[config.mk]
export PLATFORM = sky130hd
export DESIGN_NAME = quad_decoder
export DESIGN_NICKNAME = d
export VERILOG_FILES = /design/src/rtl/quad_decoder.sv
export SDC_FILE = /design/constraint.sdc
export NUM_CORES = 1
export LEC_CHECK = 0
export ABC_AREA = 1
export BUFFER_PORTS_ARGS = -buffer_cell sky130_fd_sc_hd__buf_2
export CORE_MARGIN = 8
export CORE_UTILIZATION = 40
export DETAILED_ROUTE_END_ITERATION = 6
export MAX_ROUTING_LAYER = met4
export SLEW_MARGIN = 20
export SYNTH_ARGS = -nofsm -noshare
export SYNTH_HDL_FRONTEND = slang
export SYNTH_SLANG_ARGS = --single-unit
[constraint.sdc]
create_clock -name clk -period 1.5 [get_ports clk]
set_input_delay 0.375 -clock clk [delete_from_list [all_inputs] [get_ports clk]]
set_output_delay 0.375 -clock clk [all_outputs]
set_load 0.05 [all_outputs]
[src/rtl/quad_decoder.sv]
// Quadrature decoder: synchronizes the A/B encoder phases, decodes Gray-code
// transitions into up/down steps and keeps a loadable, wrapping position count.
module quad_decoder #(
    parameter int WIDTH       = 8,
    parameter int SYNC_STAGES = 2
) (
    input  logic             clk,
    input  logic             clear,
    input  logic             quad_a,
    input  logic             quad_b,
    input  logic             load,
    input  logic [WIDTH-1:0] d,
    input  logic             err_clr,
    output logic [WIDTH-1:0] qd,
    output logic             step,
    output logic             dir,
    output logic             err
);

    logic [SYNC_STAGES-1:0] sync_a;
    logic [SYNC_STAGES-1:0] sync_b;
    logic                   sa;
    logic                   sb;
    logic                   pa;
    logic                   pb;
    logic                   up;
    logic                   down;
    logic                   illegal;

    // Synchronizers and previous-state register run through reset so that
    // stable inputs held across reset release decode as "no change".
    always_ff @(posedge clk) begin
        sync_a <= {sync_a[SYNC_STAGES-2:0], quad_a};
        sync_b <= {sync_b[SYNC_STAGES-2:0], quad_b};
        pa     <= sa;
        pb     <= sb;
    end

    assign sa = sync_a[SYNC_STAGES-1];
    assign sb = sync_b[SYNC_STAGES-1];

    always_comb begin
        up      = 1'b0;
        down    = 1'b0;
        illegal = 1'b0;
        case ({pa, pb, sa, sb})
            4'b0010, 4'b1011, 4'b1101, 4'b0100: up      = 1'b1;
            4'b1000, 4'b1110, 4'b0111, 4'b0001: down    = 1'b1;
            4'b0011, 4'b1100, 4'b1001, 4'b0110: illegal = 1'b1;
            default: ;
        endcase
    end

    always_ff @(posedge clk) begin
        if (!clear) begin
            qd   <= '0;
            step <= 1'b0;
            dir  <= 1'b0;
            err  <= 1'b0;
        end else begin
            // A load wins over a simultaneous decoded step, which is dropped.
            if (load) begin
                qd   <= d;
                step <= 1'b0;
            end else if (up) begin
                qd   <= qd + WIDTH'(1);
                step <= 1'b1;
                dir  <= 1'b1;
            end else if (down) begin
                qd   <= qd - WIDTH'(1);
                step <= 1'b1;
                dir  <= 1'b0;
            end else begin
                step <= 1'b0;
            end

            if (illegal) begin
                err <= 1'b1;
            end else if (err_clr) begin
                err <= 1'b0;
            end
        end
    end

endmodule

==> results of run 1 <==
-- metrics by stage --
step                      cell area [um2]  hold slack [ns]
after floorplan                      1145           0.3095
after global placement               1406           0.3102
after detailed placement             1406           0.3120
after CTS                            1519           0.1669
after global routing                 1669           0.1599
final                                1669           0.1732
-- metal layers --
metal  wire length (um)  up-vias  part of all wire  GRT usage
met5                  0        -                 0          -
met4                 31        0            0.0096    0.04604
met3                151        4             0.047    0.01800
met2               1562       31              0.48     0.2044
met1               1483      541              0.46     0.1843
li1                   -      606                 -          -
-- power by group --
part	total [mW]	switching [mW]	internal, mW
registers	0.556	0.0622	0.494
logic	0.745	0.446	0.299
clock network	0.250	0.151	0.0992
-- worst register-to-register path, delay by kind of cell (launching register included) --
kind,cells,cell delay (ns)
adders and majority gates,1,0.14
and+or+nand+nor,11,0.88
AOI/OAI and AO/OA,1,0.05
DFF,1,0.35
buffers and inverters,3,0.18
-- flip-flops by register name, summed over array words and instances (netlist names) --
signal,flops
step,1
pb,1
err,1
sync_b,2
sync_a,2
dir,1
pa,1
qd,8
-- synthesized netlist by cell type --
cell        n  area, um2
dfxtp_1    17      340.3
nor2_1      8      30.03
a21oi_2     1      8.760
xor2_1      1      8.760
nor3_1      1      5.000
a31oi_1     2      12.51
xor2_2      1      16.27
nand2_1    33      123.9
inv_2       1      3.750
o21ai_1     1      5.000
nand2_4     5      56.30
nor2_4      2      22.52
nand3b_1    1      7.510
a2bb2oi_1   1      8.760
xnor2_2     1      16.27
ha_1        1      12.51
o41ai_1     3      26.28
nand3_2     3      30.03
buf_8       1      15.01
a41oi_1     1      8.760
nand3_1    20      100.1
inv_1      25      93.84
a21oi_1     6      30.03
nor2_2      3      18.77
buf_4       1      7.510
nand2_2     9      56.30
o21ai_0     7      35.03
-- repair_timing --
| action | in CTS | in global routing |
|---|---|---|
| setup endpoints to repair | 9 | 11 |
| buffers inserted | 4 | 8 |
| gates resized for setup | 22 | 22 |
| pin swaps | 9 | 13 |
-- layout make-up --
class	instances	area, um2	share of cell area
inverter	26	102.6	0.06147
timing repair buffer	50	341.6	0.2046
clock buffer	3	22.52	0.01349
multi-input combinational	111	798.3	0.4783
tap	31	38.79	0.02324
clock inverter	1	5.005	0.002999
sequential	17	360.3	0.2159
-- logic make-up (layout without fill, tap and decap cells) --
| kind of cell | Yosys count | in the layout | synth area share |
|---|---|---|---|
| and+or+nand+nor | 85 | 85 | 0.4096 |
| buffers and inverters | 28 | 80 | 0.1092 |
| AOI/OAI and AO/OA | 22 | 22 | 0.1229 |
| DFF | 17 | 17 | 0.3094 |
| xor gates and xnor gates | 3 | 3 | 0.03755 |
| adders and majority gates | 1 | 1 | 0.01137 |
-- final timing paths --
check | from | end | slack [ns] | depth (start not counted)
worst max register to register | pb | qd[4] | -0.20 | 16
worst max-delay path | pb | qd[4] | -0.20 | 16
worst min register to register | sync_b[0] | sync_b[1] | 0.33 | 0
worst min-delay path | quad_b | sync_b[0] | 0.17 | 1
==> metrics.md, run 1 <==
| Metric | Value |
|---|---|
| Sequential area share after synthesis | `0.3094` |
| CP Cell Sequence | `inv_1, nand2_1, nand2_2, nand2_4, nand2_4, nand2_4, inv_2, ha_4, inv_2, nand2_4, nand2_2, nand2_1, nand2_1, nand3_1, nand2_1, a21oi_2` |
| Fin nets | `224` |
| H-Tree Depth | `1` |
| Setup TNS | `-1.051 ns` |
| Starting DRT DRC Count | `39` |
| #FFs+latches synth | `17` |
| Final Power | `1.552 mW` |
| YS warnings | `0` |
| Vias | `1182` |
| Clk Latency, worst-skew pair | `0.29 ns` |
| CTS tree | `done` |
| P_leak | `0.8051 nW` |
| DR pass1 iterations | `4` |
| Minimum clock period | `1.705 ns` |
| Post-route setup slack | `-0.2049 ns` |
| CORE AREA | `2686 um2` |
| Worst path max stage delay | `0.35 ns` |
| Clk_skew | `0.006375 ns` |
| Area growth syn-to-layout | `51.76%` |
| Post-place setup slack | `-0.1039 ns` |
| WL/cell | `13.51 um` |
| CP max-delay cell | `dfxtp_2` |
| Max clock buf depth | `2` |
| Family with the most delay on the worst path | `simple AND/OR/NAND/NOR gates` |
| CP Class | `reg -> reg` |
| Starting Density | `0.4094` |
| Critical Path RT | `1.69 ns` |
| Reg clk slew, reported paths | `0.11 ns` |
| Cts bufs inserted | `3` |
| Max Slew Vio Count | `0` |
| Hold Violations, Final | `0` |
| Antenna violations before repair | `0` |
| Diode count | `0` |
| Largest net degree at the start of global routing | `11` |
| MaxCap Viol Count | `0` |
| Port Buf Inserts | `24` |
| Total Routing Usage GR | `0.1369` |
| Most common cell after layout, fill and taps aside | `nand2_1` |
| Drt drc | `0` |
| Pwr/cell area | `929.9 nW/um2` |
| Distinct cells, synth | `27` |
| Crit. End Element | `register` |
| Crit path launch type | `register` |
| Clock root buffer | `clkbuf_4` |
| Placed cells | `224` |
| Worst slew margin | `0.6552` |
| Worst-margin pin slew | `0.5105 ns` |
| Fmax | `586.5 MHz` |
| Vias in the first global route | `1103` |
| Peak VDD IR | `0.0007720 V` |
| Die Ht | `68.44 um` |
| Syn Area/Cell | `7.050 um2` |
| Total grt overflow | `0` |
| I/O pin count | `25` |
| RSZ-0062 raised after global routing | `yes` |
| Final non-filler cell total | `239` |
| Hold Buf Count CTS | `0` |
| Final wirelength | `3229 um` |
| Cell count after synthesis | `156` |
| Highest-count cells in the layout ignoring fill and taps | `nand2_1 (28), buf_2 (23), buf_4 (23)` |
| Worst min-delay path class | `in -> reg` |
| Final Util | `0.6213` |
| # clock sinks | `17` |
| Routed vias/inst | `4.946` |
| Violated checks | `negative setup slack` |
| Final HPWL DP | `2231 um` |
| FILL cells | `220` |
| Status | `complete, but fails checks` |
| Die area | `4683 um2` |
| WP buf/inv | `3` |
| GP Congestion | `0.8995` |
| Fin crit share | `1.137` |
| Net Count, Synth | `171` |
| Max FO, Critical Path | `8` |
| Rows | `19` |
| Chip Width | `68.44 um` |
| First-pass GRT wire length | `4843 um` |
| CP arrival | `1.90 ns` |
| Setup violators final | `8` |
| DRT antenna net count | `0` |
| Cell Area, Synth | `1100 um2` |
| Share of cells above drive strength 1 | `0.5577` |
Note: power is estimated with default switching activity, not from simulation.
==> run 2: changes to the inputs <==
--- a/config.mk
+++ b/config.mk
@@ -7,7 +7,6 @@
 export LEC_CHECK = 0
 export ABC_AREA = 1
 export BUFFER_PORTS_ARGS = -buffer_cell sky130_fd_sc_hd__buf_2
-export CORE_MARGIN = 8
 export CORE_UTILIZATION = 40
 export DETAILED_ROUTE_END_ITERATION = 6
 export MAX_ROUTING_LAYER = met4
==> run 2 against run 1 <==
The flow still finishes with violations (negative setup slack). Register-to-register slack improved by 0.08 ns. Utilization is 0.16 points higher. Worst setup slack gained 0.080 ns. Sequential share of layout area increased by 1.1 points. Largest cell class unchanged. Largest power group unchanged. Highest routed layer unchanged.
==> metrics.md, run 2 (synthesis results as in run 1) <==
| Metric | Value |
|---|---|
| Reg clk slew, reported paths | `0.10 ns` |
| Violated checks | `negative setup slack` |
| RSZ-0062 raised after global routing | `yes` |
| Routed vias/inst | `4.978` |
| Fmax | `615.3 MHz` |
| Final HPWL DP | `2216 um` |
| DRT antenna net count | `0` |
| Critical Path RT | `1.70 ns` |
| CP arrival | `1.83 ns` |
| Crit. End Element | `register` |
| Final Util | `0.6229` |
| Port Buf Inserts | `24` |
| Sw Share | `0.4294` |
| Clock share of power | `0.167` |
| Gate power share | `0.465` |
| CORE AREA | `2545 um2` |
| Internal Power | `0.8607 mW` |
| Max Slew Vio Count | `0` |
| Cts bufs inserted | `3` |
| Starting Density | `0.4322` |
| Highest-count cells in the layout ignoring fill and taps | `nand2_1 (26), buf_2 (24), inv_1 (19)` |
| Clk_skew | `0.0007407 ns` |
| Hold Path Origin | `quad_a` |
| Vias in the first global route | `1057` |
| FILL cells | `244` |
| Family with the most delay on the worst path | `simple AND/OR/NAND/NOR gates` |
| CP Class | `reg -> reg` |
| Hold Path Sink | `sync_a[0]` |
| Post-place setup slack | `-0.1179 ns` |
| Minimum clock period | `1.625 ns` |
| Psw | `0.6478 mW` |
| Chip Width | `54.44 um` |
| Worst min-delay path class | `in -> reg` |
| Status | `complete, but fails checks` |
| WP buf/inv | `0` |
| Area growth syn-to-layout | `44.14%` |
| Fin crit share | `1.083` |
| Drt drc | `0` |
| Worst path max stage delay | `0.38 ns` |
| I/O pin count | `25` |
| P_leak | `0.7621 nW` |
| Sequential power share | `0.369` |
| Clock root buffer | `clkbuf_4` |
| Setup violators final | `7` |
| DR pass1 iterations | `4` |
| Max FO, Critical Path | `7` |
| Fin nets | `217` |
| Setup TNS | `-0.6339 ns` |
| Worst R2R Start | `pa` |
| Final wirelength | `3021 um` |
| Number of flip-flops in the largest register | `8` |
| Final non-filler cell total | `231` |
| Largest Register | `qd` |
| Max clock buf depth | `2` |
| GP Congestion | `0.8648` |
| Worst slew margin | `0.6510` |
| Vias | `1150` |
| Hold Violations, Final | `0` |
| MaxCap Viol Count | `0` |
| Antenna violations before repair | `0` |
| Hold depth | `1` |
| Hold Buf Count CTS | `0` |
| Total Routing Usage GR | `0.2288` |
| Most common cell after layout, fill and taps aside | `nand2_1` |
| Most used cell along the critical path | `nand2_1` |
| Die Ht | `54.44 um` |
| Peak VDD IR | `0.0007611 V` |
| Worst-margin pin slew | `0.5168 ns` |
| CP Cell Sequence | `xnor2_4, nand2_4, nand2_2, nand2_4, nor2_2, nand2_1, nand2_2, nand3_2, nand2_1, nand2_1, nand3_1, nand2_1` |
| Worst reg2reg path endpoint | `qd[7]` |
| Largest regs | `qd: 8 flops, sync_a: 2 flops, sync_b: 2 flops` |
| H-Tree Depth | `1` |
| Reg2Reg Depth | `12` |
| Crit path launch type | `register` |
| # clock sinks | `17` |
| Rows | `18` |
| Starting DRT DRC Count | `22` |
| Post-route setup slack | `-0.1251 ns` |
| First-pass GRT wire length | `4657 um` |
| CTS tree | `done` |
| WL/cell | `13.08 um` |
| Share of cells above drive strength 1 | `0.5373` |
| Total grt overflow | `0` |
| Placed cells | `223` |
| Die area | `2963 um2` |
| Clk Latency, worst-skew pair | `0.29 ns` |
| Largest net degree at the start of global routing | `11` |
| Diode count | `0` |
| Pwr/cell area | `951.6 nW/um2` |
| CP max-delay cell | `dfxtp_4` |
| Worst hold slack | `0.1714 ns` |
| R2R Setup Slk | `-0.13 ns` |
-- run 2: cell types whose count changed in the layout (fill, tap and decap cells not counted), moves of 2 or more --
cell and delta:
buf_4 -6, buf_6 -2, nand2_1 -2, nand2_2 +3
-- run 2: stage by stage --
step                      power, mW  area (um2)
final                         1.508        1585
after global placement        1.172        1405
after floorplan               1.008        1145
after detailed placement      1.180        1405
after global routing          1.606        1585
after CTS                     1.450        1476
-- run 2: what timing repair did --
item                                    in CTS  in global routing
resized for setup                           13                 25
pin swaps                                    6                  5
buffers inserted                             1                  3
endpoints found under the setup margin       9                 10
-- run 2: worst max-delay path by stage --
stage          startpoint  endpoint  slack [ns]  depth (start not counted)
2_1_floorplan   sync_a[1]     qd[4]       -0.03                         16
3_3_place_gp           pa     qd[7]       -0.08                         11
3_5_place_dp    sync_a[1]     qd[4]       -0.12                         16
4_1_cts                pa     qd[4]       -0.12                         14
5_1_grt                pa     qd[4]       -0.29                         14
6_report               pa     qd[7]       -0.13                         12
-- run 2: power by group through the flow --
stage	logic [mW]	registers (mW)	clock network [mW]
after floorplan	0.348	0.659	0
after global placement	0.610	0.562	0
after detailed placement	0.615	0.565	0
after CTS	0.637	0.555	0.259
after global routing	0.761	0.563	0.281
final	0.701	0.556	0.252
-- run 2: metal layers --
metal,global-route usage,vias up,share of wire,routed length [um]
met5,-,-,0,0
met2,0.3638,24,0.50,1524
li1,-,594,-,-
met1,0.2995,528,0.45,1354
met3,0.03333,4,0.037,111
met4,0.06410,0,0.010,31
-- run 2: final cells by class --
class	count	area (um2)	share of cell area
clock inverter	1	5.005	0.003157
sequential	17	360.3	0.2273
clock buffer	3	22.52	0.01421
timing repair buffer	43	279.0	0.1760
multi-input combinational	111	778.2	0.4909
tap	30	37.54	0.02368
inverter	26	102.6	0.06472
-- run 2: worst register-to-register path: cells and delay by family (launching register included) --
kind	cells	cell delay [ns]
and+or+nand+nor	11	0.92
DFF	1	0.38
xor gates and xnor gates	1	0.24
==> run 3: changes to the inputs <==
--- a/config.mk
+++ b/config.mk
@@ -5,9 +5,8 @@
 export SDC_FILE = /design/constraint.sdc
 export NUM_CORES = 1
 export LEC_CHECK = 0
-export ABC_AREA = 1
 export BUFFER_PORTS_ARGS = -buffer_cell sky130_fd_sc_hd__buf_2
-export CORE_UTILIZATION = 40
+export CORE_UTILIZATION = 37
 export DETAILED_ROUTE_END_ITERATION = 6
 export MAX_ROUTING_LAYER = met4
 export SLEW_MARGIN = 20
==> run 3 against run 2 <==
Worst hold slack lost 0.0055 ns. Critical endpoint is now qd[6]. Count of clock-buffer cells in the layout is the same. Largest power group unchanged. Area after synthesis shrank 20%. Clock skew grew 0.0041 ns. Synthesized cell count shrank 38%. Combinational power shrank 8.8%. Clock power grew 4%. Sequential cell count is the same. Fmax shrank 15%. The run still ends with negative setup slack left. Utilization grew 1.3 points. Routed wire length shrank 19%. Sequential share of layout area grew 2.5 points.
==> metrics.md, run 3 <==
| Metric | Value |
|---|---|
| Status | `complete, but fails checks` |
| Violated checks | `negative setup slack` |
| Async S/R FF share, synth | `0` |
| Yosys top cell by area | `dfxtp_1` |
| Cell Area, Synth | `880.8 um2` |
| Clk_skew | `0.004867 ns` |
| Fin area | `1420 um2` |
| Sequential area share after synthesis | `0.3864` |
| Vias | `940` |
| Worst min-delay path class | `in -> reg` |
| CP arrival | `2.11 ns` |
| Final non-filler cell total | `177` |
| Minimum clock period | `1.905 ns` |
| Critical Path Source | `pa` |
| Top-area cell type share of the netlist area | `0.3864` |
| Cts bufs inserted | `3` |
| # clock sinks | `17` |
| Synth Flop Type | `dfxtp_1` |
| Fin crit share | `1.270` |
| RSZ-0062 raised after global routing | `yes` |
| Reg clk slew, reported paths | `0.11 ns` |
| MaxCap Viol Count | `0` |
| Rows | `17` |
| Largest net degree at the start of global routing | `18` |
| DRT antenna net count | `0` |
| Hold Buf Count CTS | `0` |
| R2R Setup Slk | `-0.40 ns` |
| Peak VDD IR | `0.0007518 V` |
| Post-place setup slack | `-0.3162 ns` |
| Most common cell after layout, fill and taps aside | `buf_4` |
| WL/cell | `13.81 um` |
| Worst reg2reg path endpoint | `qd[6]` |
| Placed cells | `162` |
| FILL cells | `187` |
| Distinct cells, synth | `36` |
| Max FO, Critical Path | `5` |
| Diode count | `0` |
| Net Count, Synth | `111` |
| Post-route setup slack | `-0.4045 ns` |
| Drt drc | `0` |
| Largest Register | `qd` |
| Worst R2R Start | `pa` |
| Crit path launch type | `register` |
| Area growth syn-to-layout | `61.22%` |
| Max Slew Vio Count | `0` |
| YS warnings | `0` |
| Multi-input gate area | `604.3 um2` |
| Syn Area/Cell | `9.175 um2` |
| Fmax | `525.1 MHz` |
| Critical Path RT | `1.70 ns` |
| Worst-margin pin slew | `0.3851 ns` |
| Antenna violations before repair | `0` |
| Clock root buffer | `clkbuf_4` |
| P_leak | `0.6333 nW` |
| Starting Density | `0.3944` |
| Port Buf Inserts | `24` |
| Max clock buf depth | `2` |
| CP Class | `reg -> reg` |
| Sequential cell area | `357.8 um2` |
| First-pass GRT wire length | `4064 um` |
| Starting DRT DRC Count | `19` |
| Top-count cell post-synth | `dfxtp_1` |
| CORE AREA | `2233 um2` |
| Chip Width | `50.79 um` |
| Die area | `2580 um2` |
| DR pass1 iterations | `4` |
| Total Routing Usage GR | `0.2264` |
| GP Congestion | `0.8587` |
| Routed vias/inst | `5.311` |
| Clk Latency, worst-skew pair | `0.30 ns` |
| CTS tree | `done` |
| Number of flip-flops in the largest register | `8` |
| Setup crit end | `qd[6]` |
| Fin nets | `165` |
| Final wirelength | `2444 um` |
| H-Tree Depth | `1` |
| Final Util | `0.6359` |
| Largest regs | `qd: 8 flops, sync_a: 2 flops, sync_b: 2 flops` |
| I/O pin count | `25` |
| Share of cells above drive strength 1 | `0.5570` |
| Reg2Reg Depth | `8` |
| Top cells by count, synth | `dfxtp_1 (17), o21ai_0 (8), mux2i_1 (6), nand2_1 (5), xnor2_1 (5)` |
| Worst slew margin | `0.7397` |
| Crit. End Element | `register` |
| Pwr/cell area | `1010 nW/um2` |
| Total grt overflow | `0` |
| Placement Cell Area | `1192 um2` |
| Synth top area cells | `dfxtp_1 (39%), mux2i_1 (6.8%), xnor2_1 (5.0%)` |
| Vias in the first global route | `868` |
| Highest-count cells in the layout ignoring fill and taps | `buf_4 (25), buf_2 (24), dfxtp_2 (8)` |
| Die Ht | `50.79 um` |
| #FFs+latches synth | `17` |
| Post-synth EDFFs | `0` |
| Hold Violations, Final | `0` |
| Setup violators final | `8` |
| Final HPWL DP | `1587 um` |
| Cell count after synthesis | `96` |
==> run 3: cell count changes in the layout (fill, tap and decap cells not counted), moves of 5 or more <==
| cell | before | now |
|---|---|---|
| nand2_1 | 26 | 5 |
| inv_1 | 19 | 3 |
| nand3_1 | 16 | 2 |
| nand2_4 | 11 | 0 |
| nand2_2 | 10 | 0 |
| buf_4 | 17 | 25 |
| nand3_2 | 7 | 0 |
| mux2i_1 | 0 | 6 |
| inv_2 | 5 | 0 |
| nor2_4 | 5 | 0 |
==> run 3: worst min path at each step <==
stage | start | end | slack, ns | depth (start not counted)
final | quad_b | sync_b[0] | 0.17 | 1
after global routing | quad_b | sync_b[0] | 0.15 | 1
after CTS | quad_b | sync_b[0] | 0.16 | 1
after detailed placement | sync_b[0] | sync_b[1] | 0.32 | 0
after global placement | sync_b[0] | sync_b[1] | 0.32 | 0
after floorplan | sync_a[0] | sync_a[1] | 0.31 | 0
==> run 3: stage by stage <==
step / hold WS (ns) / total power [mW] / setup TNS, ns
after CTS: 0.1598 / 1.386 / -1.660
after global routing: 0.1456 / 1.506 / -2.058
after detailed placement: 0.3167 / 1.040 / -1.756
final: 0.1659 / 1.435 / -1.494
after global placement: 0.3161 / 1.037 / -1.479
after floorplan: 0.3095 / 0.8589 / -1.464
==> run 3: routing by layer <==
layer	GRT usage	wire (um)	up-vias
met5	-	0	-
li1	-	-	459
met4	0.06944	21	0
met1	0.2828	1110	456
met2	0.3644	1217	22
met3	0.04848	94	3
==> run 3: critical path, stage by stage (launching register included) <==
cell	delay [ns]
dfxtp_2	0.35
xor2_2	0.17
or2_1	0.24
xor2_1	0.15
ha_2	0.21
o21bai_4	0.19
o22ai_2	0.19
mux2i_1	0.23
nand2_1	0.07
==> run 3: layout make-up <==
class,instances,share of cell area
flip-flops and latches,17,0.2520
multi-input cells,70,0.4256
clock inverters,1,0.003524
clock buffers,3,0.01586
well taps,28,0.02467
inverters,3,0.007930
repair buffers,55,0.2705
==> run 3: cells by family (layout without fill, tap and decap cells) <==
logic type	after synthesis	in the layout	share of synthesized area
and+or+nand+nor	31	31	0.2103
AOI/OAI and AO/OA	24	24	0.1747
DFF	17	17	0.3864
buffers and inverters	9	62	0.04971
xor gates and xnor gates	8	8	0.09660
muxes	6	6	0.06818
adders and majority gates	1	1	0.01420
==> run 3: power by group <==
group	total, mW	switching (mW)	internal (mW)
Combinational	0.639	0.329	0.309
Sequential	0.533	0.0376	0.496
Clock	0.263	0.163	0.0996
Total	1.43	0.530	0.905
==> run 3: repair_timing <==
action                     4_1_cts  5_1_grt
setup endpoints to repair        9        9
pin swaps                       13       14
buffers inserted                 6        7
gates resized for setup         16        5
